File: src/rtl/fns_pkg.sv
// Shared definitions for the Fibonacci-numeral-system codec: weight table,
// parameter range check and controller state encoding.
package fns_pkg;

  typedef enum logic [1:0] {IDLE, RUN, DONE} state_e;

  // w0=1, w1=2, w(i)=w(i-1)+w(i-2)
  function automatic logic [63:0] fns_weight(input int unsigned i);
    logic [63:0] a;
    logic [63:0] b;
    logic [63:0] t;
    a = 64'd1;
    b = 64'd2;
    if (i == 0) return a;
    for (int unsigned k = 1; k < i; k++) begin
      t = a + b;
      a = b;
      b = t;
    end
    return b;
  endfunction

  function automatic bit fns_range_ok(input int unsigned data_w, input int unsigned code_w);
    return fns_weight(code_w) >= (64'd1 << data_w);
  endfunction

endpackage

File: src/rtl/fns_step.sv
// Single-weight FNS step: greedy subtract when encoding, saturating
// accumulate plus adjacent-ones detection when decoding.
module fns_step #(
  parameter int unsigned W = 9
) (
  input  logic         mode_i,
  input  logic [W-1:0] val_i,
  input  logic [W-1:0] weight_i,
  input  logic         bit_i,
  input  logic         bit_hi_i,
  output logic [W-1:0] val_o,
  output logic         bit_o,
  output logic         adj_err_o
);

  logic [W:0] sum;

  always_comb begin
    sum       = {1'b0, val_i} + {1'b0, weight_i};
    val_o     = val_i;
    bit_o     = bit_i;
    adj_err_o = 1'b0;
    if (!mode_i) begin
      bit_o = (val_i >= weight_i);
      if (bit_o) val_o = val_i - weight_i;
    end else begin
      adj_err_o = bit_i & bit_hi_i;
      if (bit_i) val_o = sum[W] ? '1 : sum[W-1:0];
    end
  end

endmodule

File: src/rtl/fns_codec_seq.sv
// Multi-cycle FNS encoder/decoder with valid/ready handshake; one weight
// is processed per clock, MSB first, through a shared fns_step instance.
module fns_codec_seq
  import fns_pkg::*;
#(
  parameter int unsigned DATA_W = 8,
  parameter int unsigned CODE_W = 12
) (
  input  logic              clk,
  input  logic              rst_n,
  input  logic              in_valid,
  output logic              in_ready,
  input  logic              in_mode,
  input  logic              in_err,
  input  logic [DATA_W-1:0] in_data,
  input  logic [CODE_W-1:0] in_code,
  output logic              out_valid,
  input  logic              out_ready,
  output logic              out_mode,
  output logic              out_err,
  output logic [DATA_W-1:0] out_data,
  output logic [CODE_W-1:0] out_code
);

  localparam int unsigned WBITS = $clog2(fns_weight(CODE_W-1) + 64'd1);
  localparam int unsigned RW    = (DATA_W > WBITS) ? DATA_W : WBITS;
  // one extra bit so the decode accumulator can sit above 2^DATA_W-1
  localparam int unsigned VW    = (RW > DATA_W + 1) ? RW : DATA_W + 1;
  localparam int unsigned IW    = (CODE_W > 1) ? $clog2(CODE_W) : 1;

  if (!fns_range_ok(DATA_W, CODE_W)) begin : g_range_chk
    $error("fns_codec_seq: w(CODE_W) must be >= 2^DATA_W");
  end

  logic [VW-1:0] wtab [CODE_W];
  for (genvar g = 0; g < CODE_W; g++) begin : g_wtab
    assign wtab[g] = VW'(fns_weight(g));
  end

  state_e            state_q, state_d;
  logic [IW-1:0]     idx_q;
  logic              mode_q;
  logic [VW-1:0]     val_q;
  logic [CODE_W-1:0] code_q;
  logic [DATA_W-1:0] data_q;
  logic              err_q;
  logic              out_mode_q, out_err_q;
  logic [DATA_W-1:0] out_data_q;
  logic [CODE_W-1:0] out_code_q;

  logic              accept;
  logic [CODE_W-1:0] code_sh, code_upd;
  logic              bit_hi, last;
  logic [VW-1:0]     step_val;
  logic              step_bit, step_adj, dec_err;

  assign in_ready  = (state_q == IDLE) | ((state_q == DONE) & out_ready);
  assign accept    = in_valid & in_ready;
  assign out_valid = (state_q == DONE);
  assign out_mode  = out_mode_q;
  assign out_err   = out_err_q;
  assign out_data  = out_data_q;
  assign out_code  = out_code_q;

  assign code_sh = code_q >> idx_q;
  assign bit_hi  = (idx_q != IW'(CODE_W - 1)) & code_sh[1];
  assign last    = (idx_q == '0);

  fns_step #(.W(VW)) u_step (
    .mode_i    (mode_q),
    .val_i     (val_q),
    .weight_i  (wtab[idx_q]),
    .bit_i     (code_sh[0]),
    .bit_hi_i  (bit_hi),
    .val_o     (step_val),
    .bit_o     (step_bit),
    .adj_err_o (step_adj)
  );

  always_comb begin
    code_upd = code_q;
    if (!mode_q) code_upd[idx_q] = step_bit;
    dec_err = err_q | step_adj | (|step_val[VW-1:DATA_W]);
  end

  always_comb begin
    state_d = state_q;
    unique case (state_q)
      IDLE:    if (accept) state_d = in_err ? DONE : RUN;
      RUN:     if (last) state_d = DONE;
      DONE: begin
        if (accept)         state_d = in_err ? DONE : RUN;
        else if (out_ready) state_d = IDLE;
      end
      default: state_d = IDLE;
    endcase
  end

  always_ff @(posedge clk) begin
    if (!rst_n) begin
      state_q    <= IDLE;
      idx_q      <= '0;
      mode_q     <= 1'b0;
      val_q      <= '0;
      code_q     <= '0;
      data_q     <= '0;
      err_q      <= 1'b0;
      out_mode_q <= 1'b0;
      out_err_q  <= 1'b0;
      out_data_q <= '0;
      out_code_q <= '0;
    end else begin
      state_q <= state_d;
      if (accept) begin
        mode_q <= in_mode;
        if (in_err) begin
          out_mode_q <= in_mode;
          out_err_q  <= 1'b1;
          if (!in_mode) begin
            out_data_q <= in_data;
            out_code_q <= CODE_W'(in_data);
          end else begin
            out_data_q <= in_code[DATA_W-1:0];
            out_code_q <= in_code;
          end
        end else begin
          idx_q  <= IW'(CODE_W - 1);
          val_q  <= in_mode ? '0 : VW'(in_data);
          code_q <= in_mode ? in_code : '0;
          data_q <= in_data;
          err_q  <= 1'b0;
        end
      end else if (state_q == RUN) begin
        val_q  <= step_val;
        code_q <= code_upd;
        err_q  <= err_q | step_adj;
        idx_q  <= idx_q - 1'b1;
        if (last) begin
          out_mode_q <= mode_q;
          if (!mode_q) begin
            out_code_q <= code_upd;
            out_data_q <= data_q;
            out_err_q  <= 1'b0;
          end else begin
            out_code_q <= code_q;
            out_err_q  <= dec_err;
            out_data_q <= dec_err ? '0 : step_val[DATA_W-1:0];
          end
        end
      end
    end
  end

endmodule

File: config.mk
export PLATFORM = sky130hd
export DESIGN_NAME = fns_codec_seq
export DESIGN_NICKNAME = d
export VERILOG_FILES = /design/src/rtl/fns_pkg.sv /design/src/rtl/fns_step.sv /design/src/rtl/fns_codec_seq.sv
export SDC_FILE = /design/constraint.sdc
export NUM_CORES = 1
export LEC_CHECK = 0
export ABC_AREA = 1
export CAP_MARGIN = 15
export CORE_UTILIZATION = 40
export DETAILED_ROUTE_END_ITERATION = 8
export PLACE_DENSITY = 0.69
export SYNTH_ARGS = -nofsm -noshare
export SYNTH_HDL_FRONTEND = slang
export SYNTH_SLANG_ARGS = --single-unit
File: constraint.sdc
create_clock -name clk -period 3.1 [get_ports clk]
set_clock_uncertainty 0.1 [all_clocks]
set_input_delay 0.62 -clock clk [delete_from_list [all_inputs] [get_ports clk]]
set_output_delay 0.62 -clock clk [all_outputs]
set_load 0.02 [all_outputs]
Word level (Yosys, flattened, before mapping). Memories as Yosys holds them, arrays and structs flattened. Cells that the tools add are included.

Flip-flop bits (word level): 59. Memory bits (read-only): 144. Bits of input ports: 26. Output and inout bits: 24. Logic and storage cells: 100. Memories: 1.

Add/subtract/negate cells: 3. Magnitude comparators: 4. Equality and inequality tests: 8. Shifts and indexed selects: 1. Multiplexer cells: 54. Bitwise operators: 9. Reductions and logical operators: 9.

Memory list: (name not given) (words 16, bits a word 9, read ports 1, clocked after memory_dff 0, wr ports 0, line fns_codec_seq.sv:72) `.weight_i (wtab[idx_q]),`.

Operator list (number): $mux W12 (11); $mux W9 (9); $mux W8 (8); $mux W1 (15); $bwmux W12 (1); $mux W4 (3); $shr A12 B4 Y2 (1); $add A9 B9 Y10 (1); $mux W2 (5); $ge A9 B9 Y1 (1); $sub A9 B9 Y9 (1); $ne A2 B2 Y1 const B (4); $pmux W2 S3 (1); $reduce_and A3 Y1 (2); $ge A5 B5 Y1 const B (1); $lt A4 B5 Y1 const B (1); $not A4 Y5 (1); $and A1 B1 Y1 (4); $demux W1 S4 (1); $ge A4 B1 Y1 const B (1); $logic_not A4 Y1 (1); $ne A4 B4 Y1 const B (1); $reduce_and A2 Y1 (2); $reduce_bool A2 Y1 (2); 8 further kinds (10).

Logic depth before layout (Yosys ltp). Gate-level depths: netlist of run 1.

Word-level depth: 14. Mapped depth: 23. Gate-level depth less buffers: 22.

Cells and area by module. A second synthesis of run 1 with hierarchy kept.

Cells, all modules: 832. Area total of the unflattened synthesis: 4961.0 µm².

Modules (own cells, without submodules): fns_codec_seq (times used 1, cells each 577, area an instance 3590.9 µm², sequential area each 1181.1 µm²); fns_step (times used 1, cells each 255, area an instance 1370.1 µm², sequential area each 0.0 µm²).

Least setup slack after synthesis of run 1. OpenSTA, ideal clock, no wires.

Path type: reg2reg. Start point: register idx_q[0]. End point: register code_q[0]. Data arrival time: 2858 ps. Required time: 2863 ps. Setup slack: 6 ps. Cell stages (with the launch flop): 17. Path buffers: 2. Cell sequence: dfxtp_1 > buf_2 > inv_4 > ha_1 > inv_1 > nor2_1 > o21ai_0 > inv_1 > ha_1 > inv_1 > nand4_1 > nand3_1 > nand2_1 > nand3_2 > buf_2 > o311ai_1 > a31oi_1.

Cells in the longest elaborated chain, start to end: 10.

RTL lines: start: declaration (line fns_codec_seq.sv:41) `logic [IW-1:0] idx_q;`; start signal: assignment (line fns_codec_seq.sv:127) `idx_q <= IW'(CODE_W - 1);`; start signal: assignment (line fns_codec_seq.sv:137) `idx_q <= idx_q - 1'b1;`; $not A4 Y5 (implied by the code) (line fns_codec_seq.sv:72); $mem_v2 Z16 W9; $mux W9 (implied by the code) (2 in series) (line fns_codec_seq.sv:72); $ge A9 B9 Y1 (line fns_step.sv:24) `bit_o = (val_i >= weight_i);`; $mux W1 (line fns_step.sv:23) `if (!mode_i) begin`; $bwmux W12 * (line fns_codec_seq.sv:82) `if (!mode_q) code_upd[idx_q] = step_bit;`; $mux W12 * (line fns_codec_seq.sv:82); $mux W12 * (line fns_codec_seq.sv:133) `end else if (state_q == RUN) begin`; $mux W12 * (line fns_codec_seq.sv:114) `if (accept) begin`; end signal: assignment (line fns_codec_seq.sv:129) `code_q <= in_mode ? in_code : '0;`; end signal: assignment (line fns_codec_seq.sv:135) `code_q <= code_upd;`; end: declaration (line fns_codec_seq.sv:44) `logic [CODE_W-1:0] code_q;`.

Every way passes the cells marked *; elsewhere a longest branch is shown, timed or not. The select of a mux whose other input is x is not followed. A chain may end at the register's enable or synchronous reset.

Final worst setup path of run 1.
Start point: register idx_q[0]. End point: register out_data_q[5] (netlist: out_data[5]).

Cells in the longest elaborated chain, start to end: 14.

RTL lines: $not A4 Y5 (implied by the code) (line fns_codec_seq.sv:72); $mem_v2 Z16 W9; $mux W9 (implied by the code) (2 in series) (line fns_codec_seq.sv:72); $add A9 B9 Y10 (line fns_step.sv:19) `sum = {1'b0, val_i} + {1'b0, weight_i};`; $mux W9 (2 in series) (line fns_step.sv:28) `if (bit_i) val_o = sum[W] ? '1 : sum[W-1:0];`; $mux W9 (line fns_step.sv:23); $or A1 B1 Y1 (line fns_codec_seq.sv:83) `dec_err = err_q | step_adj | (|step_val[VW-1:DATA_W]);`; $mux W8 (line fns_codec_seq.sv:147) `out_data_q <= dec_err ? '0 : step_val[DATA_W-1:0];`; $mux W8 (line fns_codec_seq.sv:140) `if (!mode_q) begin`; $mux W8 (line fns_codec_seq.sv:138) `if (last) begin`; $mux W8 (line fns_codec_seq.sv:133); $mux W8 (line fns_codec_seq.sv:114); end signal: assignment (line fns_codec_seq.sv:120) `out_data_q <= in_data;`; end signal: assignment (line fns_codec_seq.sv:142) `out_data_q <= data_q;`; end signal: assignment (line fns_codec_seq.sv:147); end: declaration (line fns_codec_seq.sv:48) `logic [DATA_W-1:0] out_data_q;`.

Parallel ways exist; a longest one is shown, timed or not. The select of a mux whose other input is x is not followed.

==> metrics.md, run 1 <==
| Metric | Value |
|---|---|
| Post-DP HPWL | ~11 mm |
| Die height | 107 um |
| Max-slew violation count | 0 |
| Top delay family on crit path | simple AND/OR/NAND/NOR gates |
| Congestion Overflow GR | 0 |
| Clk sinks | about 60 |
| Compound-Gate Fraction of Synth Area | 0.212 |
| Met2 wire len | 6.82 mm |
| CP Class | flop to flop |
| Top Metal Used | met4 |
| Peak supply drop | 0.410 mV |
| Netlist cell types | 39 |
| Pin count of the biggest net entering global routing | 28 |
| Slowest stage cell on the critical path | dfxtp_4 |
| Proportion of synthesized area in mux cells | 0 |
| Unrepaired setup endpoints after global routing | true |
| Fin cells | 921 |
| M1 WL | 6.29 mm |
| Placed Cells | 898 |
| Main combinational cell family by area after synthesis | simple AND/OR/NAND/NOR gates |
| Ys Warns | 0 |
| CP max stage delay | 0.38 ns |
| DRC Markers | 0 |
| Met3 WL | 1.16 mm |
| First-pass GRT wire length | 22.8 mm |
| Die area | 0.0114 mm2 |
| Layout cells sized above 1 | 0.187 |
| DRT antenna net count | 0 |
| Drt pass-1 iters | 5 |
| Reg clk slew, reported paths | 0.07 ns |
| Largest cells by area after synthesis | dfxtp_1, nand2_1, inv_1 |
| Cells after Synth | 695 |
| XOR/XNOR Fraction of Synth Area | 0.0200 |
| CTS buffer count | 9 |
| Static leakage | 2.69 nW |
| Worst setup EP type | flop |
| Routed vias | around 5000 |
| Critical Path AT | 3.22 ns |
| Antenna diodes | 0 |
| CP Cell Sequence | inv_4 > buf_8 > ha_4 > a221oi_4 > buf_6 > ha_4 > inv_2 > fa_2 > nand2_2 > nand2_2 > nand2_2 > nand2_1 > nand2_1 > nand2_1 > nand2_2 > nor2_4 > nor2_4 > nand3_2 > nand2_2 > nand2_2 > a21oi_2 |
| Max Cap Viol | 0 |
| Net count after synthesis | roughly 750 |
| Final setup fails | 0 |
| Crit path max fanout | 5 |
| Clk root buf | clkbuf_8 |
| #FFs+latches synth | 59 |
| Max-slew headroom | 0.433 |
| Post-Synth Adder-Cell Area | 0.0778 |
| Status | completed |
| Detailed Route Iter0 Violations | 434 |
| Synth top area share | 0.270 |
| Cts hold-fix bufs | 0 |
| Yosys top cell by area | dfxtp_1 |
| Async SR Flop Fraction | 0 |
| Routed len/inst | 15.8 um |
| Syn Std Cell Area | around 0.0044 mm2 |
| CP most frequent cell | nand2_2 |
| Maximum clock frequency | about 0.33 GHz |
| Final hold vios | 0 |
| Initial core utilization | 0.418 |
| Commonest non-fill, non-tap cells in the layout | nand2_1, inv_1, o21ai_0, nor2_1, dfxtp_1 |
| Seq/Total Area, Yosys | 0.270 |
| Hold slack | between 0.3 and 0.4 ns |
| Setup crit start kind | flop |
| Commonest non-fill, non-tap cell in the layout | nand2_1 |
| Antenna violations before repair | 0 |
| Vias in the first global route | 4578 |
| Chip Width | 107 um |
| PortBufs | 49 |
| Core area | roughly 0.010 mm2 |
| H-tree depth | 3 |
| Num rows | 37 |
| Global Route Usage Sum | 0.255 |
| Gpl congestion | 0.923 |
| Ys flop type | dfxtp_1 |
| Final Cycle Share | 0.977 |
| Final net count | roughly 830 |
| Syn avg cell area | approximately 6.3 um2 |
| CP required | 3.29 ns |
| Area Overhead vs Synth | 33.5% |
| Worst Hold Class | flop to flop |
| Clock Path Buffers | 2 |
| Clock Latency Late Sink | ~0.35 ns |
| Vias per cell | around 5.4 |
| Minimum clock period | 3.03 ns |
| Simple-gate share of the synthesized area | 0.298 |
| Buf/Inv on CP | 4 |
| Pwr per Cell Area | 575 mW/mm2 |
| EDFF count, synth | 0 |
| Io pins | 50 |
| Tightest Pin Transition | approximately 0.85 ns |
| Final WL | 14.6 mm |
| TritonCTS clock tree | yes |
-- synthesized netlist by cell type (2+ instances only) --
master      n
o211ai_1    9
nor2_1     61
nand2_2     3
o21ai_0    63
or2_2       3
buf_4       3
a211oi_1    9
o21bai_1    3
nor2_4      3
o311ai_1    2
nor2_2      3
ha_1       24
nor3_1      6
inv_2      11
nand3_2     4
o21ai_1     7
a31oi_1     9
xor2_1      9
nand3_1    50
dfxtp_1    59
a22oi_1     2
nand2_1   157
nand4_1     4
fa_1        2
clkbuf_1   14
o22ai_1     2
a21oi_1    58
buf_2      14
inv_1      91
-- registers in the layout, summed over array words and instances (netlist names) --
signal / flops
code_q: 12
data_q: 8
err_q: 1
idx_q: 4
mode_q: 1
out_code: 12
out_data: 8
out_err: 1
out_mode: 1
state_q: 2
val_q: 9
-- path summary, 6_finish.rpt --
| kind | from | to | slack, ns | cells after the start |
|---|---|---|---|---|
| worst min-delay path | data_q[3]$_SDFFE_PN0P_ | data_q[3]$_SDFFE_PN0P_ | 0.36 | 2 |
| worst min register to register | data_q[3]$_SDFFE_PN0P_ | data_q[3]$_SDFFE_PN0P_ | 0.36 | 2 |
| worst max-delay path | idx_q[0]$_SDFFE_PN0P_ | out_data[5]$_SDFFE_PN0P_ | 0.07 | 21 |
| worst max register to register | idx_q[0]$_SDFFE_PN0P_ | out_data[5]$_SDFFE_PN0P_ | 0.07 | 21 |
-- cell type report --
| type | count | area (um2) |
|---|---|---|
| clock buffers | 10 | 138 |
| clock inverters | 6 | 113 |
| fillers | 989 | 4620 |
| inverters | 103 | 389 |
| multi-input cells | 503 | 2910 |
| flip-flops and latches | 59 | 1190 |
| well taps | 136 | 170 |
| repair buffers | 104 | 930 |
-- stage by stage --
stage                     worst slack [ns]  power, mW  TNS, ns  cell area [um2]   util
final                               0.0707       3.36        0             5840  0.558
after detailed placement            -0.193       2.28    -1.25             5260  0.503
after global placement              -0.220       2.27    -1.59             5260  0.503
after CTS                         0.000309       3.20        0             5550  0.530
after global routing               -0.0577       3.55   -0.118             5840  0.558
after floorplan                    0.00554       1.77        0             4370      -
-- metal layers --
layer | vias to the layer above | GRT usage
met5 | - | 0
met2 | 240 | 0.406
li1 | 2435 | -
met4 | 0 | 0.0841
met3 | 25 | 0.0426
met1 | 2245 | 0.349
-- what timing repair did --
action	CTS	global route
setup endpoints to repair	14	41
gates resized for setup	14	53
setup buffers	0	6
pin swaps	4	16
cloned	1	0
-- logic make-up after synthesis --
group / count (synthesis)
compound gates: 167
xor+xnor: 10
fa+ha+maj: 26
buf+inv: 134
flops: 59
simple gates: 299
-- power breakdown --
group	leakage [nW]	total [mW]	internal [mW]	switching, mW
Combinational	2.08	1.55	0.626	0.924
Sequential	0.487	0.920	0.843	0.0769
Clock	0.126	0.890	0.557	0.333
-- tightest hold or removal path, cell delays in order, from the launching register on --
cell and delay (ns):
dfxtp_1 0.31, inv_1 0.04, a211oi_1 0.06
Note: power is estimated with default switching activity, not from simulation.
==> inputs of run 2 (changes only) <==
Settings changed: SYNTH_HIERARCHICAL set to 1.
==> metrics.md, run 2 <==
| Metric | Value |
|---|---|
| Status | completed |
| CP max stage delay | 0.38 ns (about the same) |
| Global Route Usage Sum | 0.239 (-0.0157) |
| Finished Core Util | 0.534 (-0.0239) |
| Pin count of the biggest net entering global routing | 47 (+68%) |
| Critical Path AT | 3.12 ns (-0.10 ns) |
| XOR/XNOR Fraction of Synth Area | 0.0106 (-0.00943) |
| Post-Synth Adder-Cell Area | 0.0636 (-0.0142) |
| Worst Hold Class | flop to flop |
| Cells after Synth | 832 (+20%) |
| Worst setup EP type | flop |
| Commonest non-fill, non-tap cell in the layout | nand2_1 |
| Seq/Total Area, Yosys | 0.238 (-0.0319) |
| EDFF count, synth | 0 (unchanged) |
| Hold slack | 0.348 ns (-0.0114 ns) |
| Setup crit start kind | flop |
| Maximum clock frequency | 0.339 GHz (+2.6%) |
| Reg clk slew, reported paths | 0.05 ns (-0.02 ns) |
| Main combinational cell family by area after synthesis | simple AND/OR/NAND/NOR gates |
| PortBufs | 49 (unchanged) |
| Area Overhead vs Synth | 29.9% |
| TritonCTS clock tree | yes |
| Final Cycle Share | 0.952 (-0.0252) |
| Reg2reg end | out_data[5]$_SDFFE_PN0P_ |
| Compound-Gate Fraction of Synth Area | 0.114 (-0.0979) |
| FF-to-FF Start | idx_q[0]$_SDFFE_PN0P_ |
| Final setup fails | 0 (unchanged) |
| Routed len/inst | 13.5 um (-15%) |
| Final Total Pwr | 3.54 mW (+5.5%) |
| Drt pass-1 iters | 8 (+3) |
| Static leakage | 3.32 nW (+23%) |
| Minimum clock period | 2.95 ns (-0.0781 ns) |
| Io pins | 50 (unchanged) |
| Initial core utilization | 0.411 (-0.00677) |
| Final net count | 973 (+17%) |
| CP Cell Sequence | inv_4 > ha_4 > nand2_2 > nand3_2 > inv_1 > ha_1 > buf_4 > nor2_1 > nand3_1 > nand3_2 > buf_4 > buf_4 > nand2_1 > nand3_1 > nand2_1 > nand2_1 > nand2_1 > o21ai_0 > nand3_1 > nand2_1 > inv_1 > a21oi_1 |
| Final hold vios | 0 (unchanged) |
| Peak supply drop | 0.393 mV (-4.1%) |
| Clk root buf | clkbuf_16 |
| Die height | 113 um (+6.4%) |
| Placed inst area | 0.00590 mm2 (+12%) |
| Largest cells by area after synthesis | dfxtp_1, nand2_1, nand3_1 |
| Buf/Inv on CP | 6 (+2) |
| Routed vias | 5430 (+9.8%) |
| Clk sinks | 59 (unchanged) |
| Pre-CTS setup slack | -0.105 ns (+0.0876 ns) |
| Layout cells sized above 1 | 0.163 (-0.0245) |
| Setup slack after layout | 0.149 ns (+0.0781 ns) |
| Antenna violations before repair | 0 (unchanged) |
| Vias per cell | 4.95 (-7.7%) |
| Pwr per Cell Area | 550 mW/mm2 (-4.4%) |
| Chip Width | 113 um (+6.4%) |
| Antenna diodes | 0 (unchanged) |
| Syn Std Cell Area | 0.00496 mm2 (+13%) |
| Netlist cell types | 42 (+7.7%) |
| CP most frequent cell | nand2_1 |
| Most frequent cell after synthesis | nand2_1 |
| Placed Cells | 1072 (+19%) |
| Ys Warns | 6 (+6) |
| DRC Markers | 0 (unchanged) |
| Synth cell count leaders | nand2_1, inv_1, nand3_1 |
| #FFs+latches synth | 59 (unchanged) |
| Max-slew headroom | 0.593 (+0.160) |
| Yosys top cell by area | dfxtp_1 |
| Commonest non-fill, non-tap cells in the layout | nand2_1, inv_1, nand3_1, nor2_1, buf_4 |
| Hold Startpoint | data_q[2]$_SDFFE_PN0P_ |
| Crit path max fanout | 5 (unchanged) |
| Clock Path Buffers | 2 (unchanged) |
| Proportion of synthesized area in mux cells | 0 (unchanged) |
| DRT antenna net count | 0 (unchanged) |
| First-pass GRT wire length | 24.4 mm (+7.2%) |
| Unrepaired setup endpoints after global routing | true |
| Top delay family on crit path | simple AND/OR/NAND/NOR gates |
| Worst hold endpoint | data_q[2]$_SDFFE_PN0P_ |
| Die area | 0.0129 mm2 (+13%) |
| Detailed Route Iter0 Violations | 339 (-22%) |
| CP Class | flop to flop |
| Slowest stage cell on the critical path | dfxtp_4 |
| Final WL | 14.8 mm (+1.5%) |
| Vias in the first global route | 4979 (+8.8%) |
| Max-slew violation count | 0 (unchanged) |
| Reg2Reg Depth | 22 (+4.8%) |
| Congestion Overflow GR | 0 (unchanged) |
| Num rows | 40 (+8.1%) |
| Syn avg cell area | 5.96 um2 (-5.3%) |
| Synth top area share | 0.238 (-0.0319) |
| Clock Latency Late Sink | 0.33 ns (-0.02 ns) |
| Finished Cell Area | 0.00644 mm2 (+10%) |
| Gpl congestion | 0.857 (-7.2%) |
| Hold path depth | 2 (unchanged) |
| Fin cells | 1096 (+19%) |
| Post-DP HPWL | 10.9 mm (+2.5%) |
| Slack of the worst reg-to-reg path | 0.15 ns (+0.08 ns) |
| Async SR Flop Fraction | 0 (unchanged) |
| CTS buffer count | 9 (unchanged) |
| Core area | 0.0121 mm2 (+15%) |
| Simple-gate share of the synthesized area | 0.421 (+0.122) |
| Ys flop type | dfxtp_1 |
| H-tree depth | 3 (unchanged) |
| TNS Setup | 0 ns (unchanged) |
| Cts hold-fix bufs | 0 (unchanged) |
| Tightest Pin Transition | 0.608 ns (-0.241 ns) |
| Max Cap Viol | 0 (unchanged) |
| CP required | 3.27 ns (-0.02 ns) |
==> run 2: cell count changes after synthesis, moves of 6 or more <==
cell and change:
a21oi_1 -22, a31oi_1 -9, buf_6 +6, clkbuf_1 -6, inv_1 +37, nand2_1 +89, nand3_1 +57, nand3b_1 +11
o211ai_1 -7, o21ai_0 -8
==> run 2: metal layers <==
metal	GRT usage	routed length, um	part of all wire	vias up
li1	-	-	-	2785
met1	0.325	6980	0.47	2441
met2	0.382	6650	0.45	179
met3	0.0257	844	0.057	25
met4	0.109	327	0.022	0
met5	0	0	0	-
==> run 2: worst register-to-register path: cells and delay by family, from the launching register on <==
family | cells | cell delay (ns)
simple gates | 12 | 1.12
fa+ha+maj | 2 | 0.59
buf+inv | 6 | 0.51
flops | 1 | 0.38
compound gates | 2 | 0.18
==> run 2: power breakdown <==
group / total (mW) / internal (mW) / switching, mW
sequential: 0.903 / 0.841 / 0.0619
clock: 0.925 / 0.582 / 0.344
combinational: 1.72 / 0.732 / 0.985
total: 3.54 / 2.15 / 1.39
==> run 2: area by class of cell <==
class / instances / area, um2
sequential: 59 / 1190
timing repair buffer: 117 / 1040
inverter: 137 / 519
tap: 168 / 210
clock buffer: 14 / 264
fill: 1200 / 5620
multi-input combinational: 599 / 3210
clock inverter: 2 / 10.0
==> run 2: worst max-delay path by stage <==
stage,startpoint,end,slack [ns],depth (start not counted)
finish,idx_q[0]$_SDFFE_PN0P_,out_data[5]$_SDFFE_PN0P_,0.15,22
global route,idx_q[0]$_SDFFE_PN0P_,out_data[6]$_SDFFE_PN0P_,-0.03,24
CTS,idx_q[1]$_SDFFE_PN0P_,out_code[6]$_SDFFE_PN0P_,0.01,20
detailed placement,idx_q[0]$_SDFFE_PN0P_,out_data[4]$_SDFFE_PN0P_,-0.11,23
global placement,idx_q[0]$_SDFFE_PN0P_,out_data[7]$_SDFFE_PN0P_,-0.02,23
floorplan,idx_q[0]$_SDFFE_PN0P_,code_q[2]$_SDFFE_PN0P_,0.01,23
==> run 2: timing repair <==
action,CTS,global route
setup buffers,0,8
setup endpoints to repair,11,41
resized for setup,7,54
cloned,0,0
pin swaps,2,19
==> run 2: logic make-up after synthesis <==
logic type | after synthesis
compound gates | 106
fa+ha+maj | 24
simple gates | 461
flops | 59
xor+xnor | 6
other cells | 1
buf+inv | 175
==> inputs of run 3 (changes only) <==
Settings changed: CTS_CLUSTER_DIAMETER set to 50.
==> results of run 3 <==
Same layout as run 2: the final DEF is identical, and so are final timing and power.
